## src/rtl/pipelined_shifter.sv

```systemverilog
// ---------------------------------------------------------------------------
// pipelined_shifter
//
// Pipelined logarithmic barrel shifter (SLL / SRL / SRA, optional ROR).
// It sits between the ALU operand mux and writeback. Both sides use a
// valid/ready handshake, and backpressure is applied all the way back.
//
// The log2(N) shift levels are spread over STAGES register stages. Level i
// is evaluated in stage floor(i*STAGES/LOG2N). Each stage is combinational
// shift logic followed by a register. That register holds valid, the partial
// result, shamt, op, the operand sign bit and the user tag.
//
// Optional feature macro: PIPELINED_SHIFTER_ROTATE_EN
//   defined   : op 2'b11 is rotate-right
//   undefined : op 2'b11 decodes as SRL, and no rotate logic is built
//
// Parameters:
//   N      - data width, a power of two >= 2
//   STAGES - number of pipeline register stages, 1..log2(N)
//   TAG_W  - width of the sideband tag
//
// Ports:
//   clk       - clock; all state changes on its rising edge
//   rst       - asynchronous reset, active low
//   in_valid  - an operation is presented
//   in_ready  - the operation is accepted this cycle
//   in_data   - operand
//   in_shamt  - shift amount, 0..N-1
//   in_op     - 00 SLL, 01 SRL, 10 SRA, 11 ROR (or SRL)
//   in_tag    - sideband tag, returned unchanged with the result
//   out_valid - a result is presented
//   out_ready - the consumer takes the result this cycle
//   out_data  - shifted result
//   out_tag   - tag belonging to out_data
// ---------------------------------------------------------------------------
module pipelined_shifter #(
  parameter int  N      = 32,
  parameter int  STAGES = 1,
  parameter int  TAG_W  = 4,
  localparam int LOG2N  = $clog2(N)
) (
  input  logic             clk,
  input  logic             rst,
  input  logic             in_valid,
  output logic             in_ready,
  input  logic [N-1:0]     in_data,
  input  logic [LOG2N-1:0] in_shamt,
  input  logic [1:0]       in_op,
  input  logic [TAG_W-1:0] in_tag,
  output logic             out_valid,
  input  logic             out_ready,
  output logic [N-1:0]     out_data,
  output logic [TAG_W-1:0] out_tag
);

  // Index of the stage that evaluates shift level lvl.
  function automatic int stage_of(input int lvl);
    return (lvl * STAGES) / LOG2N;
  endfunction

  // One level of the logarithmic shifter: shift by 2^lvl.
  // For SRA the fill comes from the original operand's MSB (sign). That bit
  // is carried alongside the data, so the fill does not depend on the
  // partially shifted value.
  function automatic logic [N-1:0] shift_level(input logic [N-1:0] d,
                                               input int          lvl,
                                               input logic [1:0]  op,
                                               input logic        sign);
    int           amt;
    logic [N-1:0] fill;
    logic [N-1:0] res;
    amt  = 1 << lvl;
    fill = ~({N{1'b1}} >> amt);  // top amt bits set
    case (op)
      2'b00:   res = d << amt;
      2'b10:   res = (d >> amt) | (sign ? fill : '0);
`ifdef PIPELINED_SHIFTER_ROTATE_EN
      2'b11:   res = (d >> amt) | (d << (N - amt));
`endif
      default: res = d >> amt;  // SRL, and op 11 when rotate is disabled
    endcase
    return res;
  endfunction

  genvar gi;

  for (gi = 0; gi < STAGES; gi++) begin : g_stage
    // Source of this stage: either the block inputs or the previous register.
    logic             src_valid;
    logic [N-1:0]     src_data;
    logic [LOG2N-1:0] src_shamt;
    logic [1:0]       src_op;
    logic             src_sign;
    logic [TAG_W-1:0] src_tag;

    logic             down_ready;  // downstream takes this stage's contents
    logic             load;        // this stage register loads this cycle

    logic             valid_reg;
    logic [N-1:0]     data_reg;
    logic [LOG2N-1:0] shamt_reg;
    logic [1:0]       op_reg;
    logic             sign_reg;
    logic [TAG_W-1:0] tag_reg;

    logic [N-1:0]     data_next;

    if (gi == 0) begin : g_src_in
      assign src_valid = in_valid;
      assign src_data  = in_data;
      assign src_shamt = in_shamt;
      assign src_op    = in_op;
      assign src_sign  = in_data[N-1];
      assign src_tag   = in_tag;
    end else begin : g_src_prev
      assign src_valid = g_stage[gi-1].valid_reg;
      assign src_data  = g_stage[gi-1].data_reg;
      assign src_shamt = g_stage[gi-1].shamt_reg;
      assign src_op    = g_stage[gi-1].op_reg;
      assign src_sign  = g_stage[gi-1].sign_reg;
      assign src_tag   = g_stage[gi-1].tag_reg;
    end

    if (gi == STAGES - 1) begin : g_down_out
      assign down_ready = out_ready;
    end else begin : g_down_next
      assign down_ready = g_stage[gi+1].load;
    end

    // An empty stage always loads, which collapses bubbles whenever upstream
    // data is waiting.
    assign load = !valid_reg || down_ready;

    // Apply only the levels that belong to this stage. The full shamt is
    // carried along, and each stage looks only at its own bits.
    always_comb begin
      data_next = src_data;
      for (int i = 0; i < LOG2N; i++) begin
        if (stage_of(i) == gi && src_shamt[i]) begin
          data_next = shift_level(data_next, i, src_op, src_sign);
        end
      end
    end

    // The payload is written only with a valid source. Bubbles and idle
    // inputs (possibly X) therefore never disturb the held data.
    always_ff @(posedge clk or negedge rst) begin
      if (!rst) begin
        valid_reg <= 1'b0;
        data_reg  <= '0;
        shamt_reg <= '0;
        op_reg    <= '0;
        sign_reg  <= 1'b0;
        tag_reg   <= '0;
      end else if (load) begin
        valid_reg <= src_valid;
        if (src_valid) begin
          data_reg  <= data_next;
          shamt_reg <= src_shamt;
          op_reg    <= src_op;
          sign_reg  <= src_sign;
          tag_reg   <= src_tag;
        end
      end
    end
  end

  // in_ready is held low while reset is asserted.
  assign in_ready  = rst && g_stage[0].load;
  assign out_valid = g_stage[STAGES-1].valid_reg;
  assign out_data  = g_stage[STAGES-1].data_reg;
  assign out_tag   = g_stage[STAGES-1].tag_reg;

endmodule

```

## config.mk

```make
export PLATFORM = sky130hd
export DESIGN_NAME = pipelined_shifter
export DESIGN_NICKNAME = d
export VERILOG_FILES = /design/src/rtl/pipelined_shifter.sv
export SDC_FILE = /design/constraint.sdc
export NUM_CORES = 1
export LEC_CHECK = 0
export ABC_AREA = 0
export CORE_MARGIN = 2
export CORE_UTILIZATION = 53
export CTS_CLUSTER_DIAMETER = 40
export DETAILED_ROUTE_END_ITERATION = 10
export DONT_BUFFER_PORTS = 1
export PLACE_DENSITY_LB_ADDON = 0.12
export SLEW_MARGIN = 20
export SYNTH_ARGS = -nofsm -noshare
export SYNTH_HDL_FRONTEND = slang
export SYNTH_SLANG_ARGS = --single-unit
```

## constraint.sdc

```tcl
create_clock -name clk -period 4 [get_ports clk]
set_clock_uncertainty 0.05 [all_clocks]
set_input_delay 0.6 -clock clk [delete_from_list [all_inputs] [get_ports clk]]
set_output_delay 0.6 -clock clk [all_outputs]
set_load 0.005 [all_outputs]
```

# Word level (Yosys, flattened, before mapping)
# Index checks and enable logic that the tools add are counted.
# Widths: inputs -> output; s select.
[word_totals]
out_inout_bits = 38
inputBits = 47
reg_bits = 37
elab_cells = 29
[classes]
reduce_logical = 5
n_eq_ne = 1
bitwise = 5
muxes = 15
[ops]
columns = ["operator", "count"]
rows = [
  ["$mux 32", 10],
  ["$pmux 32 s2", 5],
  ["$or 16x32->32", 1],
  ["$or 24x32->32", 1],
  ["$or 28x32->32", 1],
  ["$or 30x32->32", 1],
  ["$or 31x32->32", 1],
  ["$eq 2x2->1 const B", 1],
  ["$logic_not 2->1", 1],
  ["$reduce_and 2->1", 1],
  ["$logic_and 1x1->1", 1],
  ["$logic_not 1->1", 1],
  ["$logic_or 1x1->1", 1],
]

# Longest topological paths before layout
# Gate-level depths: netlist of run 1.
[logic_depth]
ltp_word = 16
depth_mapped = 11

# Least setup slack after synthesis of run 1
# OpenSTA, ideal clock, no wires.
[synth_timing]
path_type = "input -> register"
startpoint = "input in_op[0]"
endpoint = "register g_stage[0].data_reg[19] (netlist: out_data[19])"
setup_time_ps = 131
n_path_buf = 2
path_stages = 8
path_slack_ps = 1607
t_arrival_ps = 2211
cell_sequence = "buf_6 -> or2_1 -> buf_2 -> or3_1 -> a311oi_1 -> nor3_2 -> a211oi_1 -> nor4_2"
[synth_between]
elab_chain_len = 14
elab_cells_between_ends = 15
classes_between = "eq/ne: 1; mux: 10; bitwise: 3; reduce/logical: 1"
[synth_rtl]
columns = ["element", "line_no", "source"]
rows = [
  ["start: declaration", "48", "input logic [1:0] in_op,"],
  ["$eq 2x2->1 / $logic_not 2->1 (equally long branches)", "74", "case (op)"],
  ["$pmux 32 s2", "74", ""],
  ["$mux 32", "139", "if (stage_of(i) == gi && src_shamt[i]) begin"],
  ["$or 30x32->32", "76", "2'b10: res = (d >> amt) | (sign ? fill : '0);"],
  ["$pmux 32 s2", "74", ""],
  ["$mux 32", "139", ""],
  ["$or 28x32->32", "76", ""],
  ["$pmux 32 s2", "74", ""],
  ["$mux 32", "139", ""],
  ["$or 24x32->32", "76", ""],
  ["$pmux 32 s2", "74", ""],
  ["$mux 32", "139", ""],
  ["$pmux 32 s2", "74", ""],
  ["$mux 32 *", "139", ""],
  ["end signal: assignment", "158", "data_reg <= data_next;"],
  ["end: declaration", "100", "logic [N-1:0] data_reg;"],
]
# Mark *: on every way between the ends. The rest lies on a longest branch, timed or not.
# A chain may end at the register's enable or synchronous reset.

# Final worst setup path of run 1
[layout_timing]
startpoint = "input in_op[1]"
endpoint = "register g_stage[0].data_reg[12] (netlist: out_data[12])"
[layout_between]
elab_chain_len = 14
elab_cells_between_ends = 16
classes_between = "eq/ne: 1; mux: 10; bitwise: 4; reduce/logical: 1"
[layout_rtl]
columns = ["element", "line_no"]
rows = [
  ["$eq 2x2->1 / $logic_not 2->1 (equally long branches)", "74"],
  ["$pmux 32 s2", "74"],
  ["$mux 32", "139"],
  ["$or 30x32->32", "76"],
  ["$pmux 32 s2", "74"],
  ["$mux 32", "139"],
  ["$or 28x32->32", "76"],
  ["$pmux 32 s2", "74"],
  ["$mux 32", "139"],
  ["$pmux 32 s2", "74"],
  ["$mux 32", "139"],
  ["$or 16x32->32", "76"],
  ["$pmux 32 s2", "74"],
  ["$mux 32 *", "139"],
]
# Marked as above.

==> flow_metrics.py, run 1 <==
metrics = {
    "cts": {
        "clkSinkCount": 37,
        "insertion_delay_ns": 0.30,
        "cts_tree": "built",
        "clkTransAtPathRegs_ns": 0.08,
        "cts_setup_buffers": 0,
        "cts_root_buf": "clkbuf_8",
        "clockBufferDepth": 2,
        "cts_buffers": 5,
        "holdBufCountCts": 1,
        "cts_resized": 0,
        "htree_levels": 2,
    },
    "setup_path": {
        "critPathMaxFanout": 74,
        "path_cells": "or2_1 > nand2_1 > nor4_1 > nor4_1 > o31ai_1 > a21oi_1",
        "cp_common_cell": "nor4_1",
        "cp.arrival_ns": 2.99,
        "start_kind": "primary input",
        "cpPeakStageDelay_ns": 0.68,
        "critPathCaptureType": "flip-flop",
        "cp_slowest_cell": "or2_1",
        "crit_family": "simple AND/OR/NAND/NOR gates",
        "crit_required_ns": 4.13,
        "worst-setup-path-type": "in -> reg",
        "critPathBufInv": 0,
    },
    "finish": {
        "n_fill_cell": 1036,
        "area_growth_pct": 0.1757,
        "drive_above_1_share_pct": 10.69,
        "regArea_um2": 925.9,
        "num-nets-final": 757,
        "multi_input_area_um2": 4364,
        "antenna_cells": 0,
        "fin_util_pct": 55.06,
        "design_area_um2": 5709,
    },
    "routing": {
        "num_vias": 6868,
        "ant_nets": 0,
        "routed_wl_um": 25290,
        "wl_per_cell_um": 29.85,
        "drc": 0,
        "dr.pass1.iters": 8,
        "drtIter0Drc": 1091,
        "via_per_inst": 8.109,
    },
    "job": {
        "max_cap_viol_count": 0,
    },
    "logic_synthesis": {
        "syn_inst": 766,
        "synth_area_leaders": "dfrtp_1, nor2_1, a21oi_1",
        "synth.most_common_cell": "nor2_1",
        "synth-seq-area-share_pct": 16.25,
        "synth.avg_cell_area_um2": 7.440,
        "synthArstFlopShare_pct": 100.0,
        "synth_nets": 813,
        "yosysTopAreaCellShare_pct": 16.25,
        "synth_edf_count": 0,
        "yosys_warnings": 0,
        "syn_area_um2": 5699,
        "synth_top_area_cell": "dfrtp_1",
        "ys_ff_latch": 37,
        "synthTopCellsByCount": "nor2_1, nand2_1, a21oi_1",
        "ys.flop_type": "dfrtp_1",
        "ys_types": 83,
    },
    "power_and_ir_drop": {
        "p_clk_share_pct": 23.3,
        "combPwrFrac_pct": 43.3,
        "p_leak_uw": 0.001911,
        "p_switching_uw": 618.2,
        "vdd_drop_max_v": 0.0002448,
        "intPower_uw": 881.9,
        "seqPwrFrac_pct": 33.3,
        "p_sw_share_pct": 41.21,
        "power_density_nw_per_um2": 262.8,
    },
    "placement": {
        "post-dp-hpwl_um": 18590,
        "place_congestion": 1.042,
        "placed_area_um2": 5569,
        "port_buffers": 0,
    },
    "status": {
        "status": "completed",
    },
    "timing": {
        "setup_viol": 0,
        "tns_ns": 0,
        "relSlewSlack_pct": 28.42,
        "worstMarginPinSlew_ns": 1.057,
        "fin_crit_sh_pct": 71.74,
        "holdWs_ns": 0.07731,
        "fin_crit_ns": 2.870,
        "hold_viol_final": 0,
        "finalMaxSlewViolations": 0,
        "rsz0062_at_grt": "false",
        "timing.fmax_mhz": 348.5,
    },
    "floorplan": {
        "rows": 37,
        "core-area_um2": 10370,
        "io_pins": 85,
        "die_area_um2": 11600,
        "start_util_pct": 54.96,
        "fp.dieH_um": 107.7,
        "die_w_um": 107.7,
    },
    "global_route": {
        "grt_start_max_net_pins": 109,
        "globalRouteTotalUtil_pct": 42.92,
        "grt_antenna_before_repair": 0,
        "grt_pass1_wl_um": 38180,
        "gr-total-overflow": 0,
        "grt_pass1_vias": 6249,
    },
    "worst_hold_path": {
        "hold_path_class": "in -> async",
    },
}
sequential cells by signal (all words and copies together), names as in the netlist:
register,flops
out_tag,4
out_data,32
out_valid,1
path summary, 6_finish.rpt:
kind	start	to	slack, ns	cells past startpoint
min in group clk	in_tag[3]	out_tag[3]$_DFFE_PN0P_	0.36	2
max in group asynchronous	rst	out_tag[2]$_DFFE_PN0P_	3.64	1
worst max-delay path	in_op[1]	out_data[12]$_DFFE_PN0P_	1.13	6
worst min register to register	out_tag[3]$_DFFE_PN0P_	out_tag[3]$_DFFE_PN0P_	0.46	2
worst max register to register	out_valid$_DFFE_PN0N_	out_data[4]$_DFFE_PN0P_	1.49	6
worst min-delay path	rst	out_valid$_DFFE_PN0N_	0.08	1
metal layers:
| metal | share of wire (%) | global-route usage (%) |
|---|---|---|
| met1 | 38 | 58.27 |
| met2 | 44 | 64.87 |
| met3 | 14 | 10.65 |
| met4 | 4.5 | 17.31 |
| met5 | 0 | 0 |
power groups by stage:
| stage | clock network, uW | registers, uW | logic, uW |
|---|---|---|---|
| 4_1_cts | 350 | 502 | 622 |
| 2_1_floorplan | 0 | 488 | 507 |
| 3_5_place_dp | 0 | 509 | 611 |
| 6_report | 350 | 500 | 650 |
| 5_1_grt | 364 | 510 | 681 |
| 3_3_place_gp | 0 | 507 | 608 |
layout by cell type, fill, tap and decap left out, types with 6 or more instances in the layout:
| cell type | netlist | final |
|---|---|---|
| a311oi_2 | 8 | 8 |
| mux2i_1 | 20 | 20 |
| nand3_1 | 29 | 29 |
| nand2b_1 | 8 | 8 |
| a221oi_1 | 8 | 8 |
| buf_4 | 4 | 11 |
| mux4_2 | 9 | 9 |
| a211oi_2 | 7 | 7 |
| o22ai_1 | 12 | 12 |
| a211oi_1 | 34 | 34 |
| o21ai_0 | 29 | 29 |
| a2bb2oi_1 | 6 | 6 |
| a21oi_1 | 61 | 61 |
| o221ai_1 | 11 | 11 |
| dfrtp_1 | 37 | 37 |
| clkbuf_8 | 0 | 6 |
| a31oi_1 | 17 | 17 |
| o21ai_1 | 26 | 26 |
| o211ai_1 | 13 | 13 |
| nor4_1 | 10 | 10 |
| a311oi_1 | 15 | 15 |
| nand2_1 | 71 | 71 |
| nor2_1 | 83 | 83 |
| nor3_1 | 22 | 22 |
| o31ai_1 | 8 | 8 |
| or3b_1 | 24 | 24 |
kinds of logic (layout without fill, tap and decap cells):
group	after synthesis	count (layout)	share of synthesized area, %
buffers and inverters	82	27	7.179
multiplexers	32	32	7.662
AO/OA/AOI/OAI	319	319	41.78
flip-flops	37	37	16.25
AND/OR/NAND/NOR	296	296	27.14
metrics by stage:
step                instances  worst slack (ns)  total power, uW
floorplan                 766             1.607            995.4
finish                    847             1.130             1500
detailed placement        838            0.9863             1120
global placement          838            0.9935             1115
global route              847             1.113             1555
CTS                       847             1.304             1475
area by class of cell:
type	count	area share, %
clock buffers	6	1.446
flip-flops and latches	37	16.22
well taps	136	2.980
repair buffers	12	1.797
clock inverters	2	0.6575
inverters	7	0.4602
multi-input cells	647	76.44
No activity file was read; power rests on OpenSTA's default activity.
==> run 2, diff against run 1 <==
Clock period 4 ns to 2.3 ns, I/O delays scaled along.
==> run 2 against run 1 <==
  * Total power is 89% higher
  * Non-clock buffer count grew 66
  * Worst setup slack got worse by 0.98 ns
  * Hold slack improved by 0.018 ns
  * Wire length rose by 1.1%
  * Highest routed layer unchanged
==> flow_metrics.py, run 2 (synthesized netlist as in run 1, its figures left out) <==
metrics = {
    "setup_path": {
        "crit_required_ns": 2.48,
        "critPathCaptureType": "flip-flop",
        "critPathMaxFanout": 74,
        "worst-setup-path-type": "in -> reg",
        "critPathBufInv": 0,
        "cpPeakStageDelay_ns": 0.64,
        "cp.arrival_ns": 2.33,
        "cp_slowest_cell": "a311oi_1",
        "path_cells": "or3b_1 > a311oi_1 > o21ai_0 > o221a_1 > a2bb2oi_1 > a211oi_2",
        "start_kind": "primary input",
        "crit_family": "compound AO/OA/AOI/OAI gates",
    },
    "power_and_ir_drop": {
        "p_leak_uw": 0.002242,
        "power_density_nw_per_um2": 454.0,
        "vdd_drop_max_v": 0.0003785,
        "power.total_uw": 2831,
    },
    "floorplan": {
        "die_area_um2": 11600,
        "rows": 37,
        "fp.dieH_um": 107.7,
        "start_util_pct": 54.96,
        "die_w_um": 107.7,
        "io_pins": 85,
        "core-area_um2": 10370,
    },
    "timing": {
        "hold_viol_final": 0,
        "holdWs_ns": 0.09543,
        "finalMaxSlewViolations": 0,
        "worstMarginPinSlew_ns": 0.8126,
        "fin_crit_ns": 2.153,
        "relSlewSlack_pct": 45.33,
        "setup_viol": 0,
        "rsz0062_at_grt": "false",
        "timing.fmax_mhz": 464.5,
        "fin_crit_sh_pct": 93.61,
    },
    "finish": {
        "mostFrequentLayoutCells": "nor2_1, buf_4, nand2_1, a21oi_1, dfrtp_1",
        "design_area_um2": 6237,
        "mostFrequentLayoutCell": "nor2_1",
        "drive_above_1_share_pct": 18.15,
        "num-nets-final": 823,
        "area_growth_pct": 9.440,
        "antenna_cells": 0,
        "largest_register_ff_count": 32,
        "n_fill_cell": 968,
    },
    "global_route": {
        "grt_start_max_net_pins": 109,
        "gr-total-overflow": 0,
        "grt_pass1_vias": 6601,
        "grt_pass1_wl_um": 38810,
        "globalRouteTotalUtil_pct": 43.42,
        "grt_antenna_before_repair": 0,
    },
    "cts": {
        "cts_buffers": 5,
        "clkTransAtPathRegs_ns": 0.08,
        "htree_levels": 2,
        "clockBufferDepth": 2,
        "clkSinkCount": 37,
        "cts_setup_buffers": 0,
        "cts_tree": "built",
        "cts_root_buf": "clkbuf_8",
        "insertion_delay_ns": 0.30,
    },
    "routing": {
        "dr.pass1.iters": 5,
        "wl_per_cell_um": 28.00,
        "drtIter0Drc": 1097,
        "routed_wl_um": 25560,
        "num_vias": 7126,
        "via_per_inst": 7.805,
        "drc": 0,
        "ant_nets": 0,
    },
    "placement": {
        "place_congestion": 1.085,
        "placed_area_um2": 6070,
        "post-dp-hpwl_um": 19230,
        "port_buffers": 0,
    },
    "status": {
        "status": "completed",
    },
    "job": {
        "max_cap_viol_count": 0,
    },
    "worst_hold_path": {
        "hold_path_class": "in -> reg",
    },
}
==> run 2: per-layer routing <==
layer / vias to the layer above / GRT usage (%) / share of wire [%]
met4: 0 / 22.16 / 5.9
met3: 109 / 8.535 / 13
met5: - / 0 / 0
met2: 665 / 65.18 / 43
li1: 3049 / - / -
met1: 3303 / 58.74 / 37
==> run 2: final cells by class <==
type                    instances  area, um^2  share of cell area, %
repair buffers                 78       613.1                  9.829
inverters                       7       26.28                 0.4213
flip-flops and latches         37       925.9                  14.84
clock inverters                 3       68.82                  1.103
multi-input cells             647        4364                  69.97
clock buffers                   5       68.82                  1.103
well taps                     136       170.2                  2.728
==> run 2: where the power goes <==
part	internal (uW)	total, uW	leakage (uW)	switching, uW
logic	516	1250	0.00173	738
clock network	437	703	0.0000687	266
registers	767	875	0.000443	108
total	1720	2830	0.00224	1110
==> run 2: final timing paths <==
check                                  startpoint                  endpoint  slack, ns  depth (start not counted)
setup / recovery                         in_op[1]  out_data[20]$_DFFE_PN0P_       0.15                          6
hold / removal                          in_tag[2]    out_tag[2]$_DFFE_PN0P_        0.1                          2
setup reg to reg            out_valid$_DFFE_PN0N_  out_data[28]$_DFFE_PN0P_       0.17                          6
hold reg to reg            out_tag[1]$_DFFE_PN0P_    out_tag[1]$_DFFE_PN0P_       0.45                          2
max in group asynchronous                     rst  out_data[16]$_DFFE_PN0P_       1.53                          2
min in group asynchronous                     rst  out_data[26]$_DFFE_PN0P_       0.48                          2
==> run 2: through the flow <==
step	utilization (%)	setup slack [ns]	cells	TNS, ns
final	60.15	0.1470	913	0
after global routing	60.15	0.009541	913	0
after CTS	60.15	0.2370	913	0
after detailed placement	58.53	-0.07717	903	-0.07717
after global placement	58.53	-0.07329	903	-0.07329
after floorplan	-	0.1623	766	0
==> run 2: repair_timing <==
action                    4_1_cts  5_1_grt
hold endpoints to repair       37        0
resized for setup               0        0
hold buffers                    2        0
==> run 3, diff against run 2 <==
Settings changed: CORE_UTILIZATION 53 to 49.
==> run 3 against run 2 <==
  * Utilization down 4.4 points
  * Combinational power barely moved
  * Cell count is 1.3% higher
  * Total power grew 4.1%
  * Worst setup slack improved by 0.057 ns
  * Critical endpoint unchanged
  * Register-to-register slack improved by 0.12 ns
  * Critical path depth is the same
  * Hold slack better by 0.016 ns
==> flow_metrics.py, run 3 (synthesized netlist as in run 1, its figures left out) <==
metrics = {
    "routing": {
        "routed_wl_um": 26100,
        "met1Wirelength_um": 9992,
        "met3_length_um": 3384,
        "drc": 0,
        "dr.pass1.iters": 8,
        "wl_per_cell_um": 28.21,
        "ant_nets": 0,
        "via_per_inst": 7.590,
        "top_layer": "met4",
        "drtIter0Drc": 958,
        "route.met2.wl_um": 11460,
        "num_vias": 7021,
    },
    "timing": {
        "finalMaxSlewViolations": 0,
        "fin_crit_ns": 2.096,
        "timing.fmax_mhz": 477.1,
        "fin_crit_sh_pct": 91.14,
        "setup_viol": 0,
        "hold_viol_final": 0,
        "rsz0062_at_grt": "false",
        "relSlewSlack_pct": 47.11,
        "worstMarginPinSlew_ns": 0.7861,
    },
    "cts": {
        "cts_setup_buffers": 0,
        "cts_buffers": 5,
        "htree_levels": 2,
        "clkSinkCount": 37,
        "cts_root_buf": "clkbuf_16",
        "cts_tree": "built",
        "insertion_delay_ns": 0.29,
        "clockBufferDepth": 2,
        "clkTransAtPathRegs_ns": 0.06,
    },
    "global_route": {
        "grt_pass1_vias": 6533,
        "grt_pass1_wl_um": 39680,
        "grt_antenna_before_repair": 0,
        "globalRouteTotalUtil_pct": 40.38,
        "grt_start_max_net_pins": 109,
        "gr-total-overflow": 0,
    },
    "setup_path": {
        "crit_required_ns": 2.45,
        "r2r-end": "out_data[27]$_DFFE_PN0P_",
        "cpPeakStageDelay_ns": 0.61,
        "cp.arrival_ns": 2.25,
        "critPathMaxFanout": 75,
        "worst-setup-path-type": "in -> reg",
        "path_cells": "or3b_1 > a311oi_1 > o21ai_0 > o221a_1 > a2bb2oi_1 > a211oi_2",
        "r2r-start": "out_valid$_DFFE_PN0N_",
        "start_kind": "primary input",
        "reg2reg_depth": 6,
        "cp_slowest_cell": "a311oi_1",
        "r2r_slack_ns": 0.29,
        "critPathCaptureType": "flip-flop",
    },
    "worst_hold_path": {
        "min-delay-start": "in_tag[0]",
        "hold_end": "out_tag[0]$_DFFE_PN0P_",
        "hold_depth": 2,
        "hold_path_class": "in -> reg",
    },
    "floorplan": {
        "start_util_pct": 50.13,
        "rows": 39,
        "fp.dieH_um": 111.8,
        "core-area_um2": 11370,
        "die_w_um": 111.8,
        "die_area_um2": 12510,
        "io_pins": 85,
    },
    "finish": {
        "design_area_um2": 6344,
        "antenna_cells": 0,
        "num-nets-final": 828,
        "mostFrequentLayoutCell": "nor2_1",
        "mostFrequentLayoutCells": "nor2_1, buf_4, nand2_1, a21oi_1, dfrtp_1",
        "largest_register_ff_count": 32,
        "area_growth_pct": 11.31,
        "drive_above_1_share_pct": 18.54,
    },
    "power_and_ir_drop": {
        "p_leak_uw": 0.002295,
        "p_sw_share_pct": 37.67,
        "power.total_uw": 2947,
        "intPower_uw": 1837,
        "power_density_nw_per_um2": 464.6,
        "combPwrFrac_pct": 43.0,
        "p_clk_share_pct": 27.4,
        "vdd_drop_max_v": 0.0006025,
        "p_switching_uw": 1110,
        "seqPwrFrac_pct": 29.7,
    },
    "placement": {
        "placed_area_um2": 6141,
        "post-dp-hpwl_um": 19620,
        "place_congestion": 1.114,
        "port_buffers": 0,
    },
    "job": {
        "max_cap_viol_count": 0,
    },
    "status": {
        "status": "completed",
    },
}
## run 3: cell types whose count changed in the layout (fill, tap and decap cells not counted), sizes merged
cell    delta
buf        +5
bufinv     -1
clkbuf     +2
inv        -1
## run 3: metal layers
layer,vias to the layer above,global-route usage [%]
li1,3071,-
met1,3269,54.20
met2,601,61.25
met3,80,9.907
met4,0,18.60
met5,-,0
## run 3: worst max-delay path by stage
| stage | slack, ns | startpoint | end |
|---|---|---|---|
| 6_report | 0.20 | in_op[0] | out_data[20]$_DFFE_PN0P_ |
| 5_1_grt | 0.16 | in_shamt[0] | out_data[12]$_DFFE_PN0P_ |
| 4_1_cts | 0.27 | in_op[0] | out_data[20]$_DFFE_PN0P_ |
| 3_5_place_dp | -0.008 | in_op[0] | out_data[20]$_DFFE_PN0P_ |
| 3_3_place_gp | 0.005 | in_op[0] | out_data[20]$_DFFE_PN0P_ |
| 2_1_floorplan | 0.16 | in_op[0] | out_data[19]$_DFFE_PN0P_ |
## run 3: cell type report
class                           instances  area [um^2]
Clock inverter                          1        30.03
Fill cell                            1138         5026
Tap cell                              143        178.9
Multi-Input combinational cell        647         4364
Sequential cell                        37        925.9
Clock buffer                            7        142.6
Inverter                                7        26.28
Timing Repair Buffer                   83        675.6
## run 3: worst max-delay path, delay by kind of cell
| family | cells | cell delay (ns) |
|---|---|---|
| simple gates | 1 | 0.39 |
| compound gates | 5 | 1.50 |
## run 3: power groups by stage
stage | Clock [uW] | Combinational (uW) | Sequential (uW)
after floorplan | 0 | 882 | 849
after global routing | 833 | 1330 | 886
after global placement | 0 | 1190 | 884
final | 807 | 1270 | 875
after detailed placement | 0 | 1200 | 886
after CTS | 812 | 1220 | 876
## run 3: timing repair
| action | 4_1_cts | 5_1_grt |
|---|---|---|
| gates resized for setup | 0 | 0 |
| hold buffers | 2 | 0 |
| endpoints found under the hold margin | 37 | 0 |
## run 3: metrics by stage
step / hold slack, ns / instances / worst slack, ns / TNS [ns] / utilization [%]
after global routing: 0.1184 / 925 / 0.1608 / 0 / 55.79
after floorplan: -0.0005911 / 766 / 0.1623 / 0 / -
after detailed placement: 0.0002354 / 915 / -0.007882 / -0.007882 / 54.01
after global placement: 0.0001517 / 915 / 0.005397 / 0 / 54.01
after CTS: 0.1105 / 925 / 0.2679 / 0 / 55.79
final: 0.1114 / 925 / 0.2039 / 0 / 55.79
